`src/rtl/vpe_accum_if.sv`:
```
// Beat/result handshake bundle for vpe_accum.
// The master drives input beats and consumes results; the slave is the accumulator.
interface vpe_accum_if #(
  parameter int LANES      = 4,
  parameter int I_WIDTH    = 32,
  parameter int PSUM_WIDTH = 32
);
  logic                        in_valid;
  logic                        in_ready;
  logic [LANES*I_WIDTH-1:0]    in_data;
  logic                        out_valid;
  logic                        out_ready;
  logic [LANES*PSUM_WIDTH-1:0] out_data;
  logic [LANES-1:0]            out_sat;

  modport master (
    output in_valid, in_data, out_ready,
    input  in_ready, out_valid, out_data, out_sat
  );
  modport slave (
    input  in_valid, in_data, out_ready,
    output in_ready, out_valid, out_data, out_sat
  );
endinterface

```
`src/rtl/vpe_accum.sv`:
```
// Multi-lane grouped accumulator: base + sum of len beats per lane, result held until taken.
// Define VPE_ACCUM_SAT_EN for saturating adds with a sticky per-lane out_sat; default wraps.
module vpe_accum_lane #(
  parameter int I_WIDTH    = 32,
  parameter int PSUM_WIDTH = 32
) (
  input  logic                  clk,
  input  logic                  rst,
  input  logic                  first,
  input  logic                  step,
  input  logic [PSUM_WIDTH-1:0] base,
  input  logic [I_WIDTH-1:0]    din,
  output logic [PSUM_WIDTH-1:0] acc,
  output logic                  sat
);
  logic signed [PSUM_WIDTH-1:0] a_op, d_x, res;

  assign d_x  = PSUM_WIDTH'($signed(din));
  assign a_op = first ? base : acc;

`ifdef VPE_ACCUM_SAT_EN
  localparam int SW = PSUM_WIDTH + 1;
  logic signed [PSUM_WIDTH:0] sum;
  logic                       ovf;

  assign sum = SW'(a_op) + SW'(d_x);
  // Top two bits disagree only when the add left the PSUM_WIDTH range.
  assign ovf = sum[PSUM_WIDTH] ^ sum[PSUM_WIDTH-1];
  assign res = !ovf ? sum[PSUM_WIDTH-1:0] :
               sum[PSUM_WIDTH] ? {1'b1, {(PSUM_WIDTH-1){1'b0}}}
                               : {1'b0, {(PSUM_WIDTH-1){1'b1}}};

  always_ff @(posedge clk) begin
    if (rst)        sat <= 1'b0;
    else if (first) sat <= ovf;
    else if (step)  sat <= sat | ovf;
  end
`else
  assign res = a_op + d_x;
  assign sat = 1'b0;
`endif

  always_ff @(posedge clk) begin
    if (rst)                acc <= '0;
    else if (first || step) acc <= res;
  end
endmodule

module vpe_accum #(
  parameter int LANES      = 4,
  parameter int I_WIDTH    = 32,
  parameter int PSUM_WIDTH = 32,
  parameter int LEN_WIDTH  = 8
) (
  input  logic                        clk,
  input  logic                        rst,
  input  logic                        cfg_enable,
  input  logic                        cfg_sel_psum_bias,
  input  logic [LEN_WIDTH-1:0]        cfg_len,
  input  logic [LANES*PSUM_WIDTH-1:0] bias_in,
  input  logic [LANES*PSUM_WIDTH-1:0] psum_in,
  vpe_accum_if.slave                  bus,
  output logic                        busy
);
  typedef enum logic [1:0] {IDLE, ACC, HOLD} state_t;

  state_t               state, state_nxt;
  logic [LEN_WIDTH-1:0] len_q, count, count_inc, eff_len;
  logic                 accept, first_beat, step_beat;

  logic [LANES-1:0][PSUM_WIDTH-1:0] base_v, acc_v;
  logic [LANES-1:0][I_WIDTH-1:0]    din_v;
  logic [LANES-1:0]                 sat_v;

  assign accept     = bus.in_valid && bus.in_ready;
  assign first_beat = accept && (state == IDLE);
  assign step_beat  = accept && (state == ACC);
  assign count_inc  = count + LEN_WIDTH'(1);

  // Passthrough collapses the group to a single beat; zero length means one.
  always_comb begin
    eff_len = cfg_len;
    if (!cfg_enable || cfg_len == '0) eff_len = LEN_WIDTH'(1);
  end

  always_ff @(posedge clk) begin
    if (rst) begin
      state <= IDLE;
      count <= '0;
      len_q <= '0;
    end else begin
      state <= state_nxt;
      if (first_beat) begin
        count <= LEN_WIDTH'(1);
        len_q <= eff_len;
      end else if (step_beat) begin
        count <= count_inc;
      end
    end
  end

  always_comb begin
    state_nxt = state;
    case (state)
      IDLE: if (first_beat) state_nxt = (eff_len == LEN_WIDTH'(1)) ? HOLD : ACC;
      ACC:  if (step_beat && count_inc == len_q) state_nxt = HOLD;
      HOLD: if (bus.out_ready) state_nxt = IDLE;
      default: state_nxt = IDLE;
    endcase
  end

  always_comb begin
    bus.in_ready  = (state != HOLD);
    bus.out_valid = (state == HOLD);
    busy          = (state != IDLE);
  end

  // Base is only consumed on the first beat, so the live config selects it.
  assign base_v = cfg_enable ? (cfg_sel_psum_bias ? bias_in : psum_in) : '0;
  assign din_v  = bus.in_data;

  for (genvar i = 0; i < LANES; i++) begin : g_lane
    vpe_accum_lane #(.I_WIDTH(I_WIDTH), .PSUM_WIDTH(PSUM_WIDTH)) u_lane (
      .clk   (clk),
      .rst   (rst),
      .first (first_beat),
      .step  (step_beat),
      .base  (base_v[i]),
      .din   (din_v[i]),
      .acc   (acc_v[i]),
      .sat   (sat_v[i])
    );
  end

  assign bus.out_data = acc_v;
  assign bus.out_sat  = sat_v;
endmodule

```
`src/flat_wrapper.sv`:
```
// flat-port wrapper written by rule: the top's interface ports become plain ports
module vpe_accum_flat 
#(
  parameter int LANES      = 4,
  parameter int I_WIDTH    = 32,
  parameter int PSUM_WIDTH = 32,
  parameter int LEN_WIDTH  = 8
)
  (clk, rst, cfg_enable, cfg_sel_psum_bias, cfg_len, bias_in, psum_in, busy, bus_in_valid, bus_in_data, bus_out_ready, bus_in_ready, bus_out_valid, bus_out_data, bus_out_sat);
  vpe_accum_if #(.LANES(LANES), .I_WIDTH(I_WIDTH), .PSUM_WIDTH(PSUM_WIDTH)) bus_i ();
  input  logic clk;
  input  logic rst;
  input  logic cfg_enable;
  input  logic cfg_sel_psum_bias;
  input  logic [LEN_WIDTH-1:0] cfg_len;
  input  logic [LANES*PSUM_WIDTH-1:0] bias_in;
  input  logic [LANES*PSUM_WIDTH-1:0] psum_in;
  output logic busy;
  input wire logic [$bits(bus_i.in_valid)-1:0] bus_in_valid;
  input wire logic [$bits(bus_i.in_data)-1:0] bus_in_data;
  input wire logic [$bits(bus_i.out_ready)-1:0] bus_out_ready;
  output wire logic [$bits(bus_i.in_ready)-1:0] bus_in_ready;
  output wire logic [$bits(bus_i.out_valid)-1:0] bus_out_valid;
  output wire logic [$bits(bus_i.out_data)-1:0] bus_out_data;
  output wire logic [$bits(bus_i.out_sat)-1:0] bus_out_sat;
  assign bus_i.in_valid = bus_in_valid;
  assign bus_i.in_data = bus_in_data;
  assign bus_i.out_ready = bus_out_ready;
  assign bus_in_ready = bus_i.in_ready;
  assign bus_out_valid = bus_i.out_valid;
  assign bus_out_data = bus_i.out_data;
  assign bus_out_sat = bus_i.out_sat;
  vpe_accum #(.LANES(LANES), .I_WIDTH(I_WIDTH), .PSUM_WIDTH(PSUM_WIDTH), .LEN_WIDTH(LEN_WIDTH)) u_core (.clk(clk), .rst(rst), .cfg_enable(cfg_enable), .cfg_sel_psum_bias(cfg_sel_psum_bias), .cfg_len(cfg_len), .bias_in(bias_in), .psum_in(psum_in), .bus(bus_i), .busy(busy));
endmodule
```
`config.mk`:
```
export PLATFORM = sky130hd
export DESIGN_NAME = vpe_accum_flat
export DESIGN_NICKNAME = d
export VERILOG_FILES = /design/src/rtl/vpe_accum_if.sv /design/src/rtl/vpe_accum.sv /design/src/flat_wrapper.sv
export SDC_FILE = /design/constraint.sdc
export NUM_CORES = 1
export LEC_CHECK = 0
export ABC_AREA = 1
export BUFFER_PORTS_ARGS = -buffer_cell sky130_fd_sc_hd__clkbuf_2
export CORE_AREA = 2 2 209 211
export DETAILED_ROUTE_END_ITERATION = 8
export DIE_AREA = 0 0 211 213
export MAX_ROUTING_LAYER = met4
export PLACE_DENSITY = 0.71
export SLEW_MARGIN = 20
export SYNTH_ARGS = -nofsm -noshare
export SYNTH_HDL_FRONTEND = slang
export SYNTH_SLANG_ARGS = --single-unit
```
`constraint.sdc`:
```
create_clock -name clk -period 3.6 [get_ports clk]
set_input_delay 1.08 -clock clk [delete_from_list [all_inputs] [get_ports clk]]
set_output_delay 1.08 -clock clk [all_outputs]
set_load 0.05 [all_outputs]
```
==> flow_metrics.py <==
metrics = {
    "global_routing": {
        "overflow": 0,
        "grt_first_pass_wirelength_um": 117000,
        "grt_pass1_vias": 21500,
        "grtUsageTotal_pct": 34.8,
        "antenna_found_initial": 11,
        "grt_max_degree": 57,
    },
    "die": {
        "core_area_sq_um": 42700,
        "start_util_pct": 39.8,
        "die_y_um": 213,
        "pin_count": 533,
        "die-area_sq_um": 44900,
        "die_w_um": 211,
        "num_rows": 76,
    },
    "layout": {
        "final_nets": 4352,
        "drive_above_1_share_pct": 27.5,
        "utilization_pct": 56.2,
        "stdcell_count": 4379,
        "final_area_sq_um": 24000,
        "area.growth.synth_to_final_pct": 41.3,
        "multi_input_area_sq_um": 12200,
        "nFillCells": 4442,
        "seqCellArea_sq_um": 2920,
    },
    "power_and_ir_drop": {
        "p_clk_share_pct": 14.5,
        "switchingPower_mw": 6.32,
        "p_int_mw": 6.26,
        "sw_frac_of_total_pct": 50.3,
        "ir_worst_vdd_v": 0.000264,
        "cellPowerDensity_nw_per_um2": 524,
        "power_frac_comb_pct": 66.7,
        "leakage_nw": 13.6,
        "power_frac_seq_pct": 18.9,
    },
    "clock_tree": {
        "cts_root_buf": "clkbuf_16",
        "clock_latency_ns": 0.46,
        "cts_tree": "yes",
        "hold_buffers": 0,
        "ctsLongestPathBuffers": 2,
        "htree_levels": 4,
        "cts-buffers-inserted": 17,
        "cts_sinks": 146,
        "clk_pin_slew_ns": 0.06,
    },
    "sta": {
        "clock_skew_ns": 0.0115,
        "drv_slew": 0,
        "hold_ws_ns": 0.503,
        "hold_viol": 0,
        "tightestPinTransition_ns": 0.630,
        "setup_violations": 0,
        "rsz0062_at_grt": "false",
        "layout_setup_ws_ns": 0.118,
        "max_freq_mhz": 287,
        "min_period_ns": 3.48,
        "max_slew_margin_pct": 57.6,
        "fin_crit_sh_pct": 96.7,
    },
    "critical_path": {
        "reg2reg_slack_ns": 0.46,
        "required_ns": 3.95,
        "crit_type": "primary input to flip-flop",
        "endpoint": "u_core.g_lane[2].u_lane.acc[17]",
        "worstPathMaxFanout": 22,
        "cp-startpoint": "cfg_sel_psum_bias",
        "critPathLaunchType": "primary input",
        "cp.arrival_ns": 3.84,
        "end_kind": "flip-flop",
        "worstReg2RegEnd": "u_core.g_lane[3].u_lane.acc[22]",
        "r2r_start": "u_core.state[1]",
        "r2r_cells": 17,
    },
    "synthesis": {
        "synthTopCellsByCount": "726 x nand2_1, 392 x inv_1, 368 x nor2_1, 321 x o21ai_0, 195 x nand3_1",
        "synthFlopType": "dfxtp_1",
        "async_reset_ff_share_pct": 0,
        "ys_types": 44,
        "synthTopCellsByArea": "dfxtp_1 17%, nand2_1 16%, ha_1 10%, o21ai_0 9.5%, inv_1 8.7%",
        "syn_inst": 2948,
        "synth_edf_count": 0,
        "synth_top_cell_by_area": "dfxtp_1",
        "synth_area_per_cell_sq_um": 5.76,
        "synth_top_area_share_pct": 17.2,
        "yosysSeqAreaShare_pct": 17.2,
        "yosys_warnings": 0,
        "netlist_area_sq_um": 17000,
        "synth_most_common_cell": "nand2_1",
        "ys_seq_elements": 146,
    },
    "route": {
        "initialDrtViolationCount": 1716,
        "drt_pass1_iterations": 5,
        "wl_per_cell_um": 17.7,
        "drc_errors": 0,
        "routed-via-count": 22800,
        "viasPerCell": 5.20,
        "postRouteAntennaNets": 0,
        "drt_wl_total_um": 77600,
    },
    "run": {
        "cap_violations": 0,
    },
    "placement": {
        "dp_hpwl_um": 65100,
        "portBuffers": 528,
        "preCtsSetupSlack_ns": -0.469,
        "dpl_cell_area_sq_um": 23300,
        "dp_cells": 4339,
        "place.gp.congestion": 1.00,
    },
    "worst_hold_path": {
        "hp-class": "flip-flop to flip-flop",
    },
    "outcome": {
        "status": "completed",
    },
}
-- sequential cells by signal, summed over array words and instances (netlist names) --
register and flops:
u_core.count 8, u_core.g_lane.u_lane.acc 128, u_core.len_q 8, u_core.state 2
-- critical path, cell delays in order --
cell and delay, ns:
buf_4 0.19, inv_4 0.10, buf_12 0.14, buf_12 0.18, buf_4 0.14, nor2_1 0.05
o31ai_2 0.36, buf_4 0.20, ha_1 0.15, nand2_1 0.09, nor2_1 0.31, nand2_1 0.14
inv_1 0.12, nand4_1 0.13, nand4_1 0.13, nand2_1 0.11, o21bai_1 0.14, inv_1 0.05
-- worst min path at each step --
stage / startpoint / to / depth (start not counted)
floorplan: u_core.len_q[1] / u_core.len_q[1] / 1
global placement: u_core.len_q[1] / u_core.len_q[1] / 1
detailed placement: u_core.len_q[1] / u_core.len_q[1] / 1
CTS: u_core.len_q[1] / u_core.len_q[1] / 1
global route: u_core.len_q[1] / u_core.len_q[1] / 1
finish: u_core.len_q[1] / u_core.len_q[1] / 1
-- cells in the final DEF (no fill, tap or decap), types with 8 or more instances in the layout --
master / count
o31ai_1: 106
xor2_1: 39
nor2_1: 367
or2_2: 11
a21o_1: 15
o21ai_1: 20
buf_12: 21
ha_1: 132
clkbuf_16: 17
inv_1: 391
diode_2: 11
clkbuf_2: 526
o21a_1: 8
nor3_1: 28
nand3_1: 195
o21bai_1: 52
o211ai_1: 16
a21oi_1: 163
buf_4: 411
o31ai_2: 15
nand2_1: 721
dfxtp_1: 146
o21ai_0: 317
nand4_1: 24
-- metrics by stage --
stage	total power [mW]	TNS, ns
2_1_floorplan	7.18	0
3_3_place_gp	10.6	-16.11
3_5_place_dp	10.6	-18.13
4_1_cts	12.5	0
5_1_grt	13.5	0
6_report	12.6	0
-- kinds of logic after synthesis --
family          synth area share (%)
flops                           17.2
simple gates                    32.8
fa+ha+maj                       10.6
compound gates                  25.0
other cells                   0.0221
buf+inv                         12.0
xor+xnor                        2.41
-- per-layer routing --
metal	vias to the layer above	track usage [%]	wire [um]
li1	11500	-	-
met1	10300	42.4	33200
met2	912	56.9	35500
met3	147	4.96	5420
met4	0	16.6	3490
met5	-	-	0
-- power by group through the flow --
stage	registers [mW]	clock network, mW	logic (mW)
finish	2.37	1.82	8.38
detailed placement	2.38	0	8.24
floorplan	3.33	0	3.86
global placement	2.39	0	8.23
global route	2.39	1.91	9.16
CTS	2.36	1.85	8.29
-- layout make-up --
type                    instances  area share [%]
flip-flops and latches        146            12.2
clock inverters                 6           0.344
clock buffers                  22            1.97
repair buffers                959            25.6
multi-input cells            2290            50.6
diodes                         11           0.115
well taps                     546            2.85
inverters                     399            6.29
-- timing repair --
item                       CTS  global route
resized for setup            0            21
setup buffers                0             1
setup endpoints to repair    0            26
No activity file was read; power rests on OpenSTA's default activity.
